==> src/rtl/reg_rd_ctrl.sv <==
// Register-read sequencer: accepts one request at a time, drives the bank's shared
// read-enable/address for RD_LAT+1 cycles, and returns the captured data with parity.
module reg_rd_ctrl #(
   parameter int DW     = 8,
   parameter int AW     = 8,
   parameter int RD_LAT = 0
) (
   input  logic          i_clk,
   input  logic          i_rst_n,
   input  logic          i_flush,
   input  logic          i_rd_req,
   input  logic [AW-1:0] i_rd_addr,
   output logic          o_rd_ack,
   output logic          o_ren,
   output logic [AW-1:0] o_addr,
   input  logic [DW-1:0] i_rdata,
   output logic          o_rsp_vld,
   output logic [DW-1:0] o_rsp_data,
   output logic          o_rsp_par,
   input  logic          i_rsp_rdy,
   output logic          o_busy,
   output logic [15:0]   o_rd_cnt
);
   // state | meaning
   // IDLE  | no request in flight; o_rd_ack follows i_rd_req
   // ISSUE | first ren cycle; data captured here when RD_LAT=0
   // WAIT  | additional ren cycles while the bank settles
   // RESP  | response valid, held until i_rsp_rdy
   typedef enum logic [1:0] {S_IDLE, S_ISSUE, S_WAIT, S_RESP} state_t;

   localparam logic [1:0] WAIT_LOAD = (RD_LAT > 0) ? 2'(RD_LAT - 1) : 2'd0;

   state_t        state_q, state_d;
   logic [AW-1:0] addr_q, addr_d;
   logic [DW-1:0] data_q, data_d;
   logic          par_q, par_d;
   logic [15:0]   cnt_q, cnt_d;
   logic [1:0]    wcnt_q, wcnt_d;
   logic          capture;

   always_comb begin
      state_d  = state_q;
      addr_d   = addr_q;
      wcnt_d   = wcnt_q;
      cnt_d    = cnt_q;
      capture  = 1'b0;
      o_rd_ack = 1'b0;
      case (state_q)
         S_IDLE: begin
            o_rd_ack = i_rd_req & ~i_flush;
            if (o_rd_ack) begin
               addr_d  = i_rd_addr;
               state_d = S_ISSUE;
            end
         end
         S_ISSUE: begin
            if (RD_LAT == 0) begin
               capture = 1'b1;
               state_d = S_RESP;
            end else begin
               wcnt_d  = WAIT_LOAD;
               state_d = S_WAIT;
            end
         end
         S_WAIT: begin
            if (wcnt_q == 2'd0) begin
               capture = 1'b1;
               state_d = S_RESP;
            end else begin
               wcnt_d = wcnt_q - 2'd1;
            end
         end
         S_RESP: begin
            if (i_rsp_rdy) begin
               cnt_d   = cnt_q + 16'd1;
               state_d = S_IDLE;
            end
         end
         default: state_d = S_IDLE;
      endcase
      // Abort wins over everything: no capture, no count, data and address kept.
      if (i_flush) begin
         state_d = S_IDLE;
         capture = 1'b0;
         cnt_d   = cnt_q;
      end
   end

   assign data_d = capture ? i_rdata : data_q;
   assign par_d  = capture ? ^i_rdata : par_q;

   always_ff @(posedge i_clk or negedge i_rst_n) begin
      if (!i_rst_n) begin
         state_q <= S_IDLE;
         addr_q  <= '0;
         data_q  <= '0;
         par_q   <= 1'b0;
         cnt_q   <= 16'd0;
         wcnt_q  <= 2'd0;
      end else begin
         state_q <= state_d;
         addr_q  <= addr_d;
         data_q  <= data_d;
         par_q   <= par_d;
         cnt_q   <= cnt_d;
         wcnt_q  <= wcnt_d;
      end
   end

   assign o_ren      = (state_q == S_ISSUE) || (state_q == S_WAIT);
   assign o_rsp_vld  = (state_q == S_RESP);
   assign o_busy     = (state_q != S_IDLE);
   assign o_addr     = addr_q;
   assign o_rsp_data = data_q;
   assign o_rsp_par  = par_q;
   assign o_rd_cnt   = cnt_q;

endmodule
==> config.mk <==
export PLATFORM = sky130hd
export DESIGN_NAME = reg_rd_ctrl
export DESIGN_NICKNAME = d
export VERILOG_FILES = /design/src/rtl/reg_rd_ctrl.sv
export SDC_FILE = /design/constraint.sdc
export NUM_CORES = 1
export LEC_CHECK = 0
export CORE_MARGIN = 2
export CORE_UTILIZATION = 42
export DETAILED_ROUTE_END_ITERATION = 16
export PLACE_DENSITY = 0.72
export SLEW_MARGIN = 40
export SYNTH_ARGS = -nofsm -noshare
export SYNTH_HDL_FRONTEND = slang
export SYNTH_SLANG_ARGS = --single-unit
==> constraint.sdc <==
create_clock -name i_clk -period 3.5 [get_ports i_clk]
set_clock_uncertainty 0.2 [all_clocks]
set_input_delay 0.525 -clock i_clk [delete_from_list [all_inputs] [get_ports i_clk]]
set_output_delay 0.525 -clock i_clk [all_outputs]
set_load 0.005 [all_outputs]
Word-level counts from Yosys, hierarchy flattened --
Cells that the tools add are included.
Operators by class: add/subtract/negate cells 2, equal/unequal tests 6, bitwise gates (word level) 3, reduce and logical (&&, ||, !) cells 9, multiplexer cells 9
Operator list (count):
- adder 16 x 1 -> 16 bit (second input constant) | 1
- two-way mux 2 bit | 4
- one-hot mux 2 bit (4 select lines) | 1
- parity 8 bit | 1
- != test 3 bit (second input constant) | 2
- AND reduction 3 bit | 2
- equality test 2 bit (second input constant) | 2
- zero test 2 bit | 2
- AND reduction 2 bit | 2
- two-way mux 1 bit | 3
- != test 3 x 2 -> 1 bit (second input constant) | 1
- equality test 2 x 1 -> 1 bit (second input constant) | 1
- inverter 1 bit | 2
- one-hot mux 1 bit (2 select lines) | 1
- nonzero test 2 bit | 1
- subtractor 2 x 1 -> 2 bit (second input constant) | 1
- bitwise AND 1 bit | 1
- logical OR 1 bit | 1
Word-level totals: output and inout port bits 37, register bits 37, logic and storage cells 35, input bits 21

Longest topological paths before layout --
word-level depth 5, gate-level depth with buffers 7, gate-level depth less buffers 6

Worst setup path after synthesis --
OpenSTA, ideal clock, no wires.
kind register to register, from register state_q[0], to register data_q[0] (netlist: o_rsp_data[0]), buffers on the path 1, setup time 0.125 ns, arrival 1.481 ns, cell stages (with the launch flop) 6, setup slack 1.694 ns, period minus slack after synthesis 1.806 ns, data required time 3.175 ns, path through dfrtp_1 inv_1 ha_1 nor3b_1 buf_2 mux2_2
Between the ends: longest elaborated chain between the ends 3, elaborated cells between the ends (all ways) 4, classes of those cells eq/ne (2); mux (2)
Ends and longest elaborated chain:
- start, declared | line 33 | state_t state_q, state_d;
- start signal, assigned | line 101 | state_q <= state_d;
- equality test 2 bit / equality test 2 x 1 -> 1 bit (equally long branches) | line 48 | case (state_q)
- one-hot mux 1 bit (2 select lines) * | line 48
- two-way mux 1 bit * | line 82 | if (i_flush) begin
- end signal, assigned | line 103 | data_q <= data_d;
- end, declared | line 35 | logic [DW-1:0] data_q, data_d;
Every way passes the cells marked *; elsewhere a longest branch is shown, timed or not. A chain may end at the register's enable or synchronous reset.

Worst setup path in the final report --
from input i_flush, to output o_rd_ack
Between the ends: longest elaborated chain between the ends 3
Ends and longest elaborated chain:
- start, declared | line 10 | input logic i_flush,
- inverter 1 bit (no line)
- bitwise AND 1 bit | line 50 | o_rd_ack = i_rd_req & ~i_flush;
- two-way mux 1 bit | line 48
- end, declared | line 13 | output logic o_rd_ack,
Every way passes these cells.

==> flow_metrics.tcl <==
set metrics [dict create \
    status "finished with violations" \
    violations "hold timing" \
    antenna_found_initial 0 \
    hold_ws_ps -11.0 \
    io_pins 58 \
    place_ws_ps 692 \
    power.share.sequential_pct 43.5 \
    cts_buffers 5 \
    fp-row-count 23 \
    post_dp_cell_area_sq_um 2330 \
    fp.dieW_microns 67.7 \
    drv_cap 0 \
    drcViolationCount 0 \
    cts_resized 0 \
    worstHoldPathType "input pin to async pin" \
    internal_power_mw 1.01 \
    worst_ep_required_time_ps 2770 \
    synth_edf_count 0 \
    ys.flop_type "dfrtp_1" \
    grt_use_total_pct 17.2 \
    p_switching_mw 0.367 \
    area_delta_synth_final_pct 42.4 \
    postSynthCellCount 150 \
    cp_slowest_cell "clkdlybuf4s50_1" \
    ant_nets 0 \
    tightest_slew_ps 453 \
    synth.avg_cell_area_sq_um 11.4 \
    drt_pass1_iterations 4 \
    finalCritPeriodShare_pct 80.5 \
    totalWireLength_mm 3.45 \
    cts_tree "built" \
    p_leak_nw 1.12 \
    cts_max_level 2 \
    finalPower_mw 1.38 \
    cpMostUsedCell "clkdlybuf4s50_1" \
    design_area_sq_um 2430 \
    cp_slowest_stage_delay_ps 530 \
    yosys_warnings 0 \
    cts_root_buf "clkbuf_8" \
    die_h_microns 67.7 \
    synth-async-reset-ratio_pct 100 \
    synthesis.area_sq_um 1710 \
    wl_per_cell_microns 13.1 \
    overflow 0 \
    diodes 0 \
    path_class "input pin to primary output" \
    hold_viol 28 \
    postLayoutCoreUtil_pct 61.6 \
    final_cells 264 \
    grt_pass1_wl_mm 5.73 \
    yosysUniqueCellTypes 28 \
    critPathCaptureType "primary output" \
    vdd_ir_drop_max_mv 0.303 \
    cts.sinks 37 \
    num_vias 1254 \
    routed_via_density 4.75 \
    ys_seq_area_share_pct 54.3 \
    place_inst 256 \
    dieArea_sq_um 4590 \
    fin_crit_ps 2820 \
    slew_headroom_pct 69.8 \
    path_cells "clkdlybuf4s50_1 > nand3b_2 > clkinv_1 > clkdlybuf4s50_1" \
    setup_viol 0 \
    postSynthNetCount 178 \
    r2r_setup_slack_ps 1570 \
    p_per_area_nw_per_um2 566 \
    cts_setup_buffers 0 \
    drive_gt1_share_pct 11.7 \
    synth_seq_cells 37 \
    path_clk_slew_ps 70 \
    setup_ws_ps 682 \
    pwr-share-comb_pct 33.0 \
    nFillCells 282 \
    place.gp.congestion 0.805 \
    clockBufferDepth 2 \
    cp.arrival_ps 2090 \
    tns_ps 0 \
    worstSetupStartpointType "input pin" \
    rsz0062_at_grt "false" \
    p_clk_share_pct 23.5 \
    grt_pass1_vias 1243 \
    dp_hpwl_mm 2.56 \
    grt_max_degree 38 \
    path_buf_inv 3 \
    hold_buffers 0 \
    cp_max_fo 9 \
    switching_share_pct 26.7 \
    clock_latency_ps 280 \
    report.final.slew_viol_count 0 \
    critPathTopFamily "buffers and inverters" \
    core_area_sq_um 3940 \
    finalNetCount 241 \
    max_freq_mhz 355 \
    io_buffers 57 \
    drtIter0Drc 34 \
    initial_core_util_pct 43.3 \
]
## power groups by stage
stage | logic (mW) | registers, mW | clock network [mW]
6_report | 0.454 | 0.599 | 0.323
5_1_grt | 0.498 | 0.615 | 0.354
4_1_cts | 0.461 | 0.600 | 0.333
3_5_place_dp | 0.459 | 0.604 | 0
3_3_place_gp | 0.450 | 0.601 | 0
2_1_floorplan | 0.159 | 0.608 | 0
## cell usage in the layout (no fill, tap or decap), types with 3 or more instances in the layout
master,n
ha_1,7
mux2_2,8
clkdlybuf4s50_1,56
xnor2_1,21
nand2_1,34
nor2_1,6
nand3_1,5
dfrtp_1,37
inv_1,7
nand4_1,3
clkbuf_8,7
## registers in the layout, summed over array words and instances, names as in the netlist
| register | cells |
|---|---|
| o_rd_cnt | 16 |
| o_addr | 8 |
| o_rsp_par | 1 |
| o_rsp_data | 8 |
| state_q | 2 |
| wcnt_q | 2 |
## synthesized netlist by cell type, drive strengths merged, types with 2 or more instances
cell type	number	share of area, %
a21oi	2	0.59
and3	3	1.2
buf	2	0.95
dfrtp	37	54
ha	7	5.1
inv	7	1.5
mux2	8	5.3
nand2	34	7.5
nand3	5	1.5
nand3b	2	1.8
nand4	4	2.3
nor2	6	1.3
xnor2	21	11
xor2	2	1.0
## final cells by class
type	count	area, sq um	area share [%]
Sequential cell	37	926	38.1
Multi-Input combinational cell	103	734	30.2
Timing Repair Buffer	58	576	23.7
Clock buffer	7	96.3	3.96
Tap cell	50	62.6	2.57
Inverter	8	30.0	1.24
Clock inverter	1	5.00	0.206
## routing by layer
layer	vias to the layer above	GRT usage [%]	routed length, microns
li1	613	-	-
met5	-	0	0
met4	0	7.65	54
met2	42	26.7	1690
met1	592	21.5	1490
met3	7	5.83	219
## worst paths after layout
kind / from / to / cells after the start
setup / recovery: i_flush / o_rd_ack / 4
hold / removal: i_rst_n / o_rd_cnt[9] / 1
setup reg to reg: state_q[0] / o_rsp_data[1] / 5
hold reg to reg: o_rd_cnt[15] / o_rd_cnt[15] / 1
max in group asynchronous: i_rst_n / o_rd_cnt[11] / 1
min in group i_clk: o_rd_cnt[15] / o_rd_cnt[15] / 1
## logic make-up after synthesis
family	after synthesis	synth area share (%)
AND/OR/NAND/NOR	59	18.3
XOR/XNOR	23	11.8
flip-flops	37	54.3
adder cells (fa/ha/maj)	7	5.13
AO/OA/AOI/OAI	5	1.98
buffers and inverters	10	2.71
multiplexers	9	5.87
Note: power is estimated with default switching activity, not from simulation.
